**config.mk**
```make
export PLATFORM = sky130hd
export DESIGN_NAME = fp_div_iter_flat
export DESIGN_NICKNAME = d
export VERILOG_FILES = /design/src/rtl/fp_div_iter_if.sv /design/src/rtl/fp_div_iter.sv /design/src/flat_wrapper.sv
export SDC_FILE = /design/constraint.sdc
export NUM_CORES = 1
export LEC_CHECK = 0
export CORE_ASPECT_RATIO = 0.7
export CORE_MARGIN = 2
export CORE_UTILIZATION = 55
export CTS_CLUSTER_SIZE = 10
export DETAILED_ROUTE_END_ITERATION = 8
export PLACE_DENSITY = 0.82
export SYNTH_ARGS = -nofsm -noshare
export SYNTH_HDL_FRONTEND = slang
export SYNTH_SLANG_ARGS = --single-unit
```
**constraint.sdc**
```tcl
create_clock -name clk -period 3.1 [get_ports clk]
set_input_delay 0.465 -clock clk [delete_from_list [all_inputs] [get_ports clk]]
set_output_delay 0.465 -clock clk [all_outputs]
set_load 0.02 [all_outputs]
```
**src/rtl/fp_div_iter_if.sv**
```systemverilog
// Operand/result handshake bundle for fp_div_iter.
// master drives operands and consumes results; slave is the divider.
interface fp_div_iter_if #(
  parameter int EXP_W = 8,
  parameter int MAN_W = 23
);
  localparam int W = 1 + EXP_W + MAN_W;

  logic         in_valid;
  logic         in_ready;
  logic [W-1:0] A;
  logic [W-1:0] B;
  logic         out_valid;
  logic         out_ready;
  logic [W-1:0] result;
  logic [3:0]   flags;

  modport master (
    output in_valid, A, B, out_ready,
    input  in_ready, out_valid, result, flags
  );

  modport slave (
    input  in_valid, A, B, out_ready,
    output in_ready, out_valid, result, flags
  );
endinterface

```
**src/rtl/fp_div_iter.sv**
```systemverilog
// Multi-cycle floating-point divider, radix-2 restoring, one quotient bit
// per cycle. Flags = {invalid, div_zero, overflow, underflow}.
// Subnormal operands are read as signed zero; tiny results flush to zero.
// Optional: define FP_DIV_ROUND_NEAREST_EN for round-to-nearest-even;
// without it the quotient is truncated (round toward zero).
module fp_div_iter #(
  parameter int EXP_W = 8,
  parameter int MAN_W = 23,
  parameter int BIAS  = 127
) (
  input  logic         clk,
  input  logic         rst_n,
  input  logic         EN,
  fp_div_iter_if.slave io
);
  localparam int W  = 1 + EXP_W + MAN_W;
  localparam int XW = EXP_W + 2;          // signed working exponent
  localparam int MW = MAN_W + 1;          // mantissa with hidden bit
  localparam int QW = MAN_W + 3;          // quotient: 1 int + MAN_W+2 frac
  localparam int CW = $clog2(QW + 1);

  localparam logic [EXP_W-1:0]    EXP_ONES = '1;
  localparam logic [EXP_W-1:0]    EXP_ZERO = '0;
  localparam logic [MAN_W-1:0]    FRAC_0   = '0;
  localparam logic [MAN_W-2:0]    QNAN_LO  = '0;
  localparam logic signed [XW-1:0] XW_ONE  = XW'(1);
  localparam logic signed [XW-1:0] EXP_OVF = XW'((1 << EXP_W) - 1);
  localparam logic [CW-1:0]       CNT_ONE  = CW'(1);
  localparam logic [W-1:0]        QNAN     = {1'b0, EXP_ONES, 1'b1, QNAN_LO};

  typedef enum logic [2:0] {S_IDLE, S_UNPACK, S_DIVIDE, S_NORM, S_DONE} state_e;

  state_e                state_q, state_d;
  logic [W-1:0]          a_q, a_d, b_q, b_d;
  logic                  sign_q, sign_d;
  logic signed [XW-1:0]  exp_q, exp_d;
  logic [MW-1:0]         mb_q, mb_d;
  logic [MW:0]           rem_q, rem_d;
  logic [QW-1:0]         quo_q, quo_d;
  logic [CW-1:0]         cnt_q, cnt_d;
  logic [W-1:0]          res_q, res_d;
  logic [3:0]            flg_q, flg_d;

  // operand field decode
  logic                  sa, sb;
  logic [EXP_W-1:0]      ea, eb;
  logic [MAN_W-1:0]      fa, fb;
  logic                  a_zero, b_zero, a_inf, b_inf, a_nan, b_nan;

  assign {sa, ea, fa} = a_q;
  assign {sb, eb, fb} = b_q;
  assign a_zero = (ea == EXP_ZERO);
  assign b_zero = (eb == EXP_ZERO);
  assign a_inf  = (ea == EXP_ONES) && (fa == FRAC_0);
  assign b_inf  = (eb == EXP_ONES) && (fb == FRAC_0);
  assign a_nan  = (ea == EXP_ONES) && (fa != FRAC_0);
  assign b_nan  = (eb == EXP_ONES) && (fb != FRAC_0);

  assign io.in_ready  = (state_q == S_IDLE);
  assign io.out_valid = (state_q == S_DONE);
  assign io.result    = res_q;
  assign io.flags     = flg_q;

  // restoring step: trial subtract, keep on non-negative
  logic [MW+1:0] div_diff;
  logic          div_neg;
  assign div_diff = {1'b0, rem_q} - {2'b00, mb_q};
  assign div_neg  = div_diff[MW+1];

  // normalise, round and range-check the finished quotient
  logic [MAN_W-1:0]     norm_frac;
  logic signed [XW-1:0] norm_exp;
  logic                 norm_ovf, norm_unf;
  logic [W-1:0]         norm_res;
`ifdef FP_DIV_ROUND_NEAREST_EN
  logic                 rnd_guard, rnd_sticky, rnd_inc, rnd_carry;
`endif

  always_comb begin
    norm_frac = quo_q[QW-1] ? quo_q[QW-2:2] : quo_q[QW-3:1];
    norm_exp  = quo_q[QW-1] ? exp_q : exp_q - XW_ONE;
`ifdef FP_DIV_ROUND_NEAREST_EN
    rnd_guard  = quo_q[QW-1] ? quo_q[1] : quo_q[0];
    rnd_sticky = (quo_q[QW-1] & quo_q[0]) | (rem_q != '0);
    rnd_inc    = rnd_guard & (rnd_sticky | norm_frac[0]);
    {rnd_carry, norm_frac} = {1'b0, norm_frac} + {{MAN_W{1'b0}}, rnd_inc};
    // carry out means 1.111..+ulp = 10.000..; the wrapped fraction is already
    // the right-shifted value, so only the exponent moves
    if (rnd_carry) norm_exp = norm_exp + XW_ONE;
`endif
    norm_ovf = (norm_exp >= EXP_OVF);
    norm_unf = norm_exp[XW-1] | (norm_exp == '0);
    if (norm_ovf)      norm_res = {sign_q, EXP_ONES, FRAC_0};
    else if (norm_unf) norm_res = {sign_q, EXP_ZERO, FRAC_0};
    else               norm_res = {sign_q, norm_exp[EXP_W-1:0], norm_frac};
  end

  // control FSM next-state and datapath updates
  always_comb begin
    state_d = state_q;
    a_d     = a_q;
    b_d     = b_q;
    sign_d  = sign_q;
    exp_d   = exp_q;
    mb_d    = mb_q;
    rem_d   = rem_q;
    quo_d   = quo_q;
    cnt_d   = cnt_q;
    res_d   = res_q;
    flg_d   = flg_q;
    case (state_q)
      S_IDLE: begin
        if (io.in_valid) begin
          a_d     = io.A;
          b_d     = io.B;
          flg_d   = '0;
          state_d = S_UNPACK;
        end
      end
      S_UNPACK: begin
        sign_d  = sa ^ sb;
        exp_d   = XW'(ea) - XW'(eb) + XW'(BIAS);
        mb_d    = {1'b1, fb};
        rem_d   = {2'b01, fa};
        quo_d   = '0;
        cnt_d   = CW'(QW);
        state_d = S_DIVIDE;
        if (a_nan || b_nan || (a_zero && b_zero) || (a_inf && b_inf)) begin
          res_d    = QNAN;
          flg_d[3] = 1'b1;
          state_d  = S_DONE;
        end else if (b_zero && !a_inf) begin
          res_d    = {sa ^ sb, EXP_ONES, FRAC_0};
          flg_d[2] = 1'b1;
          state_d  = S_DONE;
        end else if (a_inf) begin
          res_d   = {sa ^ sb, EXP_ONES, FRAC_0};
          state_d = S_DONE;
        end else if (a_zero || b_inf) begin
          res_d   = {sa ^ sb, EXP_ZERO, FRAC_0};
          state_d = S_DONE;
        end
      end
      S_DIVIDE: begin
        rem_d = (div_neg ? rem_q : div_diff[MW:0]) << 1;
        quo_d = {quo_q[QW-2:0], ~div_neg};
        cnt_d = cnt_q - CNT_ONE;
        if (cnt_q == CNT_ONE) state_d = S_NORM;
      end
      S_NORM: begin
        res_d   = norm_res;
        flg_d   = {2'b00, norm_ovf, norm_unf};
        state_d = S_DONE;
      end
      S_DONE: begin
        if (io.out_ready) state_d = S_IDLE;
      end
      default: state_d = S_IDLE;
    endcase
  end

  // state registers; EN low freezes everything
  always_ff @(posedge clk or negedge rst_n) begin
    if (!rst_n) begin
      state_q <= S_IDLE;
      a_q     <= '0;
      b_q     <= '0;
      sign_q  <= 1'b0;
      exp_q   <= '0;
      mb_q    <= '0;
      rem_q   <= '0;
      quo_q   <= '0;
      cnt_q   <= '0;
      res_q   <= '0;
      flg_q   <= '0;
    end else if (EN) begin
      state_q <= state_d;
      a_q     <= a_d;
      b_q     <= b_d;
      sign_q  <= sign_d;
      exp_q   <= exp_d;
      mb_q    <= mb_d;
      rem_q   <= rem_d;
      quo_q   <= quo_d;
      cnt_q   <= cnt_d;
      res_q   <= res_d;
      flg_q   <= flg_d;
    end
  end
endmodule

```
**src/flat_wrapper.sv**
```systemverilog
// flat-port wrapper written by rule: the top's interface ports become plain ports
module fp_div_iter_flat 
#(
  parameter int EXP_W = 8,
  parameter int MAN_W = 23,
  parameter int BIAS  = 127
)
  (clk, rst_n, EN, io_in_valid, io_A, io_B, io_out_ready, io_in_ready, io_out_valid, io_result, io_flags);
  fp_div_iter_if #(.EXP_W(EXP_W), .MAN_W(MAN_W)) io_i ();
  input  logic clk;
  input  logic rst_n;
  input  logic EN;
  input wire logic [$bits(io_i.in_valid)-1:0] io_in_valid;
  input wire logic [$bits(io_i.A)-1:0] io_A;
  input wire logic [$bits(io_i.B)-1:0] io_B;
  input wire logic [$bits(io_i.out_ready)-1:0] io_out_ready;
  output wire logic [$bits(io_i.in_ready)-1:0] io_in_ready;
  output wire logic [$bits(io_i.out_valid)-1:0] io_out_valid;
  output wire logic [$bits(io_i.result)-1:0] io_result;
  output wire logic [$bits(io_i.flags)-1:0] io_flags;
  assign io_i.in_valid = io_in_valid;
  assign io_i.A = io_A;
  assign io_i.B = io_B;
  assign io_i.out_ready = io_out_ready;
  assign io_in_ready = io_i.in_ready;
  assign io_out_valid = io_i.out_valid;
  assign io_result = io_i.result;
  assign io_flags = io_i.flags;
  fp_div_iter #(.EXP_W(EXP_W), .MAN_W(MAN_W), .BIAS(BIAS)) u_core (.clk(clk), .rst_n(rst_n), .EN(EN), .io(io_i));
endmodule
```
* Word level (Yosys, flattened, before mapping)
Cells that the tools add are included.
** Operators by class
- Bitwise operators :: 3
- Reduce and logical (&&, ||, !) cells :: 32
- Equal/unequal tests :: 14
- Muxes and demuxes :: 27
- Magnitude comparators :: 1
- Add/sub/neg operators :: 5
** Operators with widths (number)
- 2-to-1 mux 32 bit :: 4
- case mux 32 bit (2 select lines) :: 1
- 2-to-1 mux 31 bit :: 2
- case mux 26 bit (2 select lines) :: 1
- case mux 25 bit (2 select lines) :: 1
- logical NOT 23 bit :: 2
- nonzero test 23 bit :: 2
- subtractor 25 x 24 -> 26 bit :: 1
- 2-to-1 mux 24 bit :: 1
- 2-to-1 mux 23 bit :: 1
- 2-to-1 mux 3 bit :: 7
- == test 8 bit, second input constant :: 2
- logical NOT 8 bit :: 2
- case mux 3 bit (5 select lines) :: 1
- adder 10 x 7 -> 10 bit, second input constant :: 1
- >= comparator 10 x 9 -> 1 bit, second input constant :: 1
- logical NOT 10 bit :: 1
- 2-to-1 mux 10 bit :: 1
- case mux 5 bit (2 select lines) :: 1
- subtractor 10 x 2 -> 10 bit, second input constant :: 1
- AND reduction 3 bit :: 3
- subtractor 8 x 8 -> 9 bit :: 1
- AND reduction 4 bit :: 2
- logical AND 1 bit :: 7
- other kinds (22) :: 35
** Storage, ports and cells
- Input bits :: 69
- Logic and storage cells :: 95
- Output and inout bits :: 38
- Register bits :: 194

* Depth between registers and ports, before layout
Gate-level depths: netlist of run 1.
- Depth after elaboration :: 8
- Gate-level depth with buffers :: 12
- Depth with buffers taken out :: 12

* Least setup slack after synthesis of run 1
Ideal clock, no wire load.
- Path type :: register -> register
- Start point :: register u_core.rem_q[0]
- End point :: register u_core.rem_q[17]
- Period minus slack after synthesis :: 2.590 ns
- Data required time :: 2.962 ns
- Arrival time :: 2.453 ns
- Setup slack :: 0.510 ns
- Cell stages (with the launch flop) :: 12
- Buffers on the path :: 0
- Setup time :: 0.138 ns
- Cell sequence :: dfrtp_1 inv_1 ha_1 fa_1 and2b_1 o2111ai_1 and3_1 nor3b_2 o21ai_1 mux2_2 a2111oi_2 o221ai_1
** Between the ends
- Word-level cells in the longest chain between the ends :: 3
** Ends and longest elaborated chain
- start: declaration :: RTL line fp_div_iter.sv:38 : logic [MW:0] rem_q, rem_d;
- start signal: assignment :: RTL line fp_div_iter.sv:183 : rem_q <= rem_d;
- subtractor 25 x 24 -> 26 bit :: RTL line fp_div_iter.sv:67 : assign div_diff = {1'b0, rem_q} - {2'b00, mb_q};
- 2-to-1 mux 24 bit :: RTL line fp_div_iter.sv:145 : rem_d = (div_neg ? rem_q : div_diff[MW:0]) << 1;
- case mux 25 bit (2 select lines) :: RTL line fp_div_iter.sv:111 : case (state_q)
No other way between the ends.
A chain may end at the register's enable or synchronous reset.

* Worst setup path in the final report of run 1
Same ends and word-level chain as after synthesis.

==> results of run 1 <==
[through the flow]
| stage | utilization, % | hold slack [ps] | instances | setup slack [ps] | instance area, um^2 |
|---|---|---|---|---|---|
| after global routing | 67.3 | 145 | 1361 | 28.1 | 12300 |
| after floorplan | - | 169 | 1017 | 510 | 10400 |
| final | 67.3 | 85.2 | 1361 | 189 | 12300 |
| after CTS | 67.3 | 131 | 1361 | 207 | 12300 |
| after detailed placement | 64.0 | 445 | 1329 | 275 | 11700 |
| after global placement | 64.0 | 462 | 1329 | 351 | 11700 |
[area by class of cell]
| cell class | count | area (um^2) |
|---|---|---|
| Tap cell | 236 | 295 |
| Timing Repair Buffer | 126 | 1240 |
| Multi-Input combinational cell | 726 | 5100 |
| Fill cell | 1330 | 5950 |
| Clock inverter | 13 | 159 |
| Clock buffer | 19 | 433 |
| Sequential cell | 194 | 4850 |
| Inverter | 47 | 176 |
[critical path, cell delays in order (launching register included)]
cell	delay, ps
dfrtp_1	320
inv_1	60
ha_1	220
fa_1	400
and2b_1	230
o2111ai_1	130
and3_1	250
nor3b_2	230
o21ai_1	110
mux2_2	310
a2111oi_2	360
o221ai_1	160
[state kept, by name (all words and copies together) (netlist names)]
register          count
u_core.sign_q         1
u_core.io.flags       4
u_core.mb_q          24
u_core.rem_q         25
u_core.io.result     32
u_core.exp_q         10
u_core.a_q           32
u_core.quo_q         26
u_core.state_q        3
u_core.b_q           32
u_core.cnt_q          5
[how the worst max path moves through the flow]
stage,startpoint,to,slack (ps),cells past startpoint
global route,u_core.mb_q[0]$_DFFE_PN0P_,u_core.rem_q[17]$_DFFE_PN0P_,30,10
floorplan,u_core.rem_q[0]$_DFFE_PN0P_,u_core.rem_q[17]$_DFFE_PN0P_,510,11
global placement,u_core.rem_q[0]$_DFFE_PN0P_,u_core.rem_q[17]$_DFFE_PN0P_,350,11
detailed placement,u_core.rem_q[0]$_DFFE_PN0P_,u_core.rem_q[17]$_DFFE_PN0P_,280,11
finish,u_core.rem_q[0]$_DFFE_PN0P_,u_core.rem_q[17]$_DFFE_PN0P_,190,11
CTS,u_core.rem_q[0]$_DFFE_PN0P_,u_core.rem_q[17]$_DFFE_PN0P_,210,11
[cells by family after synthesis]
logic type | count (synthesis) | share of synthesized area (%)
AOI/OAI and AO/OA | 256 | 16.8
xor gates and xnor gates | 40 | 3.38
adders and majority gates | 38 | 4.74
buffers and inverters | 97 | 4.01
DFF | 194 | 46.9
muxes | 99 | 10.3
and+or+nand+nor | 293 | 13.9
[placed cells by master, fill, tap and decap left out, types with 21 or more instances in the layout]
master           instances
inv_1                   47
ha_1                    36
a22o_1                  26
clkdlybuf4s50_1        105
nor2_1                  53
a21oi_1                 41
o21ai_2                 21
dfrtp_1                194
o21ai_0                 82
mux2i_1                 40
xnor2_1                 30
mux2_2                  58
nand2_1                119
[power by group through the flow]
stage	sequential, uW	clock, uW	combinational, uW
2_1_floorplan	4220	0	5750
3_3_place_gp	4410	0	7280
3_5_place_dp	4450	0	7490
4_1_cts	4420	2260	7580
5_1_grt	4580	2370	8470
6_report	4450	2240	7680
[layer usage]
metal | vias up | GRT usage (%) | share of wire, %
met3 | 30 | 7.23 | 7.3
met2 | 281 | 37.4 | 43
met4 | 0 | 6.52 | 1.5
met5 | - | 0 | 0
met1 | 4021 | 39.0 | 48
li1 | 3839 | - | -
[what timing repair did]
item / 4_1_cts / 5_1_grt
resized for setup: 0 / 1
endpoints found under the setup margin: 0 / 2
buffers inserted: 0 / 0
==> flow_metrics.env, run 1 <==
export IMPL_overflow=0
export IMPL_leakagePower_uw=0.00523
export IMPL_status="complete, no violations"
export IMPL_grt_pass1_vias=7893
export IMPL_io_buffers=106
export IMPL_hold_viol=0
export IMPL_synth_enable_flop_cells=0
export IMPL_dpl_hpwl_um=18200
export IMPL_startpoint_type="register"
export IMPL_yosys_top_cells_area="dfrtp_1 47%, mux2_2 6.3%, ha_1 4.3%"
export IMPL_synth_seq_area_share_pct=46.9
export IMPL_sequentialPowerShare_pct=31.0
export IMPL_synth_seq_cells=194
export IMPL_ioPinCount=107
export IMPL_r2r_slack_ps=190
export IMPL_cp_arrival_ps=3210
export IMPL_path_max_fanout=4
export IMPL_ys_flop_type="dfrtp_1"
export IMPL_yosysWarnings=0
export IMPL_yosys_top_cells_count="194 x dfrtp_1, 119 x nand2_1, 82 x o21ai_0"
export IMPL_critPathCaptureType="register"
export IMPL_grt_usage_pct=26.0
export IMPL_fmax_mhz=344
export IMPL_maxSlewViolCount=0
export IMPL_chipHeight_um=119
export IMPL_synth_most_common_cell="dfrtp_1"
export IMPL_h_tree_depth=4
export IMPL_synth_area_um2=10400
export IMPL_ctsHoldBuffers=0
export IMPL_start_util_pct=56.9
export IMPL_first_iter_violations=725
export IMPL_antenna_found_initial=0
export IMPL_route_detailed_drc=0
export IMPL_clock_power_share_pct=15.6
export IMPL_reg2reg_depth=11
export IMPL_finalSetupTns_ps=0
export IMPL_coreArea_um2=18200
export IMPL_crit_type="reg2reg"
export IMPL_r2r_start="u_core.rem_q[0]$_DFFE_PN0P_"
export IMPL_cp_required_ps=3400
export IMPL_yosys_area_top_type="dfrtp_1"
export IMPL_skew_ps=11.1
export IMPL_clock_latency_ps=440
export IMPL_ir_drop_v=0.000540
export IMPL_clkTransAtPathRegs_ps=80
export IMPL_internal_power_uw=8030
export IMPL_cts_made_buffers=17
export IMPL_fin_crit_ps=2910
export IMPL_grt_max_degree=98
export IMPL_final_nets=1219
export IMPL_ant_nets=0
export IMPL_r2r_end="u_core.rem_q[17]$_DFFE_PN0P_"
export IMPL_routabilityCongestion=0.926
export IMPL_sw_frac_of_total_pct=44.1
export IMPL_yosys_area_top_type_share_pct=46.9
export IMPL_netlist_instances=1017
export IMPL_die_area_um2=20000
export IMPL_syn_nets=1124
export IMPL_p_total_uw=14400
export IMPL_first_pass_iters=5
export IMPL_via_per_inst=6.00
export IMPL_drive_gt1_share_pct=13.1
export IMPL_rsz0062_at_grt="no"
export IMPL_dieWidth_um=168
export IMPL_power_switching_uw=6340
export IMPL_finalSetupViolCount=0
export IMPL_slew_headroom_pct=48.9
export IMPL_maxCapViolations=0
export IMPL_routed_wl_um=25200
export IMPL_cts_tree="done"
export IMPL_clock_sinks=194
export IMPL_worstMarginPinSlew_ps=767
export IMPL_cts_root_buf="clkbuf_16"
export IMPL_grt_pass1_wl_um=41200
export IMPL_post_route_period_util_pct=93.9
export IMPL_synth_cell_types=72
export IMPL_diodes=0
export IMPL_clk_path_buf_depth=2
export IMPL_min_path_type="in2async"
export IMPL_synthArstFlopShare_pct=100
export IMPL_syn_to_final_growth_pct=18.4
export IMPL_routed_via_count=8171
export IMPL_avgSynthCellArea_um2=10.2
export IMPL_row_count=41
export IMPL_powerDensity_nw_per_um2=1170
export IMPL_wire_per_inst_um=18.5
export IMPL_power_share_combinational_pct=53.4
No activity file was read; power rests on OpenSTA's default activity.
==> run 2, diff against run 1 <==
Settings changed: CTS_BUF_LIST set to sky130_fd_sc_hd__clkbuf_16.
==> run 2 against run 1 <==
  * Utilization did not move
  * Final cell count stayed put
  * Die area unchanged
  * First-iteration DRC count grew 0.28%
  * Maximum frequency is essentially flat
  * Sequential cell count unchanged
  * Via count about the same
  * Sequential power hardly changed
  * Critical endpoint unchanged
  * Largest cell class unchanged
==> flow_metrics.env, run 2 (same netlist as run 1, synthesis figures left out) <==
export IMPL_row_count=41
export IMPL_ir_drop_v=0.000542
export IMPL_powerDensity_nw_per_um2=1170
export IMPL_maxCapViolations=0
export IMPL_via_per_inst=6.00
export IMPL_ioPinCount=107
export IMPL_routed_wl_um=25200
export IMPL_clock_latency_ps=450
export IMPL_antenna_found_initial=0
export IMPL_critPathCaptureType="register"
export IMPL_slew_headroom_pct=48.7
export IMPL_diodes=0
export IMPL_dpl_hpwl_um=18200
export IMPL_worstMarginPinSlew_ps=769
export IMPL_first_pass_iters=6
export IMPL_h_tree_depth=4
export IMPL_crit_chain="inv_1 > ha_1 > fa_1 > and2b_1 > o2111ai_1 > and3_1 > nor3b_2 > o21ai_1 > mux2_2 > a2111oi_2 > o221ai_1"
export IMPL_cp_required_ps=3400
export IMPL_cp_top_family="compound AO/OA/AOI/OAI gates"
export IMPL_final_cell_mix="194 x dfrtp_1, 119 x nand2_1, 105 x clkdlybuf4s50_1"
export IMPL_maxSlewViolCount=0
export IMPL_startpoint_type="register"
export IMPL_dieWidth_um=168
export IMPL_min_path_type="in2async"
export IMPL_wire_per_inst_um=18.5
export IMPL_syn_to_final_growth_pct=18.4
export IMPL_fmax_mhz=344
export IMPL_critPathSlowestCell="fa_1"
export IMPL_die_area_um2=20000
export IMPL_cp_arrival_ps=3210
export IMPL_ant_nets=0
export IMPL_chipHeight_um=119
export IMPL_fin_crit_ps=2910
export IMPL_final_nets=1219
export IMPL_clock_sinks=194
export IMPL_io_buffers=106
export IMPL_finalSetupViolCount=0
export IMPL_grt_usage_pct=26.0
export IMPL_crit_type="reg2reg"
export IMPL_p_total_uw=14400
export IMPL_crit_buf_inv=1
export IMPL_skew_ps=12.8
export IMPL_leakagePower_uw=0.00524
export IMPL_routabilityCongestion=0.926
export IMPL_drive_gt1_share_pct=13.1
export IMPL_path_max_fanout=4
export IMPL_start_util_pct=56.9
export IMPL_cts_made_buffers=17
export IMPL_cts_tree="done"
export IMPL_status="complete, no violations"
export IMPL_layout_commonest_cell="dfrtp_1"
export IMPL_coreArea_um2=18200
export IMPL_overflow=0
export IMPL_grt_pass1_vias=7893
export IMPL_hold_viol=0
export IMPL_grt_max_degree=98
export IMPL_clk_path_buf_depth=2
export IMPL_grt_pass1_wl_um=41200
export IMPL_cts_root_buf="clkbuf_16"
export IMPL_crit_path_max_incr_delay_ps=400
export IMPL_route_detailed_drc=0
export IMPL_finalSetupTns_ps=0
export IMPL_clkTransAtPathRegs_ps=80
export IMPL_routed_via_count=8167
export IMPL_rsz0062_at_grt="no"
export IMPL_post_route_period_util_pct=93.8
export IMPL_first_iter_violations=727
==> run 2: cell types whose count changed in the layout (fill, tap and decap cells not counted) <==
| cell | previous run | this run |
|---|---|---|
| clkbuf_1 | 2 | 0 |
| inv_1 | 47 | 49 |
==> run 2: area by class of cell <==
class                   instances  area [um^2]
repair buffers                126         1240
clock inverters                15          166
well taps                     236          295
clock buffers                  17          425
inverters                      47          176
flip-flops and latches        194         4850
fillers                      1330         5950
multi-input cells             726         5100
==> run 2: worst paths after layout <==
path / start / to / slack (ps) / depth (start not counted)
max: u_core.rem_q[0]$_DFFE_PN0P_ / u_core.rem_q[17]$_DFFE_PN0P_ / 190 / 11
min in group clk: u_core.mb_q[23]$_DFFE_PN0P_ / u_core.mb_q[23]$_DFFE_PN0P_ / 460 / 2
min reg2reg: u_core.mb_q[23]$_DFFE_PN0P_ / u_core.mb_q[23]$_DFFE_PN0P_ / 460 / 2
max reg2reg: u_core.rem_q[0]$_DFFE_PN0P_ / u_core.rem_q[17]$_DFFE_PN0P_ / 190 / 11
max in group asynchronous: rst_n / u_core.quo_q[5]$_DFFE_PN0P_ / 2060 / 2
min: rst_n / u_core.mb_q[5]$_DFFE_PN0P_ / 80 / 1
==> run 2: timing repair <==
action                                  CTS  global route
hold buffers                              0             0
endpoints found under the hold margin     0             0
gates resized for setup                   0             1
buffers inserted                          0             0
endpoints found under the setup margin    0             2
==> run 2: per-layer routing <==
metal / routed length, um / share of wire (%) / GRT usage, %
met4: 368 / 1.5 / 6.52
met1: 12200 / 48 / 39.0
met5: 0 / 0 / 0
met3: 1820 / 7.2 / 7.23
met2: 10900 / 43 / 37.4
==> run 2: stage by stage <==
step                setup WS, ps  instance area (um^2)  cells  hold WS (ps)  utilization (%)
finish                       192                 12300   1361          83.6             67.3
detailed placement           275                 11700   1329           445             64.0
CTS                          207                 12300   1361           131             67.3
global placement             351                 11700   1329           462             64.0
global route                28.1                 12300   1361           144             67.3
floorplan                    510                 10400   1017           169                -
==> run 2: where the power goes <==
part | switching, uW | leakage [uW] | internal, uW | total [uW]
Sequential | 932 | 0.00243 | 3520 | 4450
Combinational | 4330 | 0.00251 | 3350 | 7680
Clock | 1090 | 0.000297 | 1150 | 2240
==> run 2: worst register-to-register path, delay by kind of cell, from the launching register on <==
family | cells | cell delay (ps)
compound gates | 4 | 760
fa+ha+maj | 2 | 620
buf+inv | 1 | 60
flops | 1 | 320
mux | 1 | 310
simple gates | 3 | 710
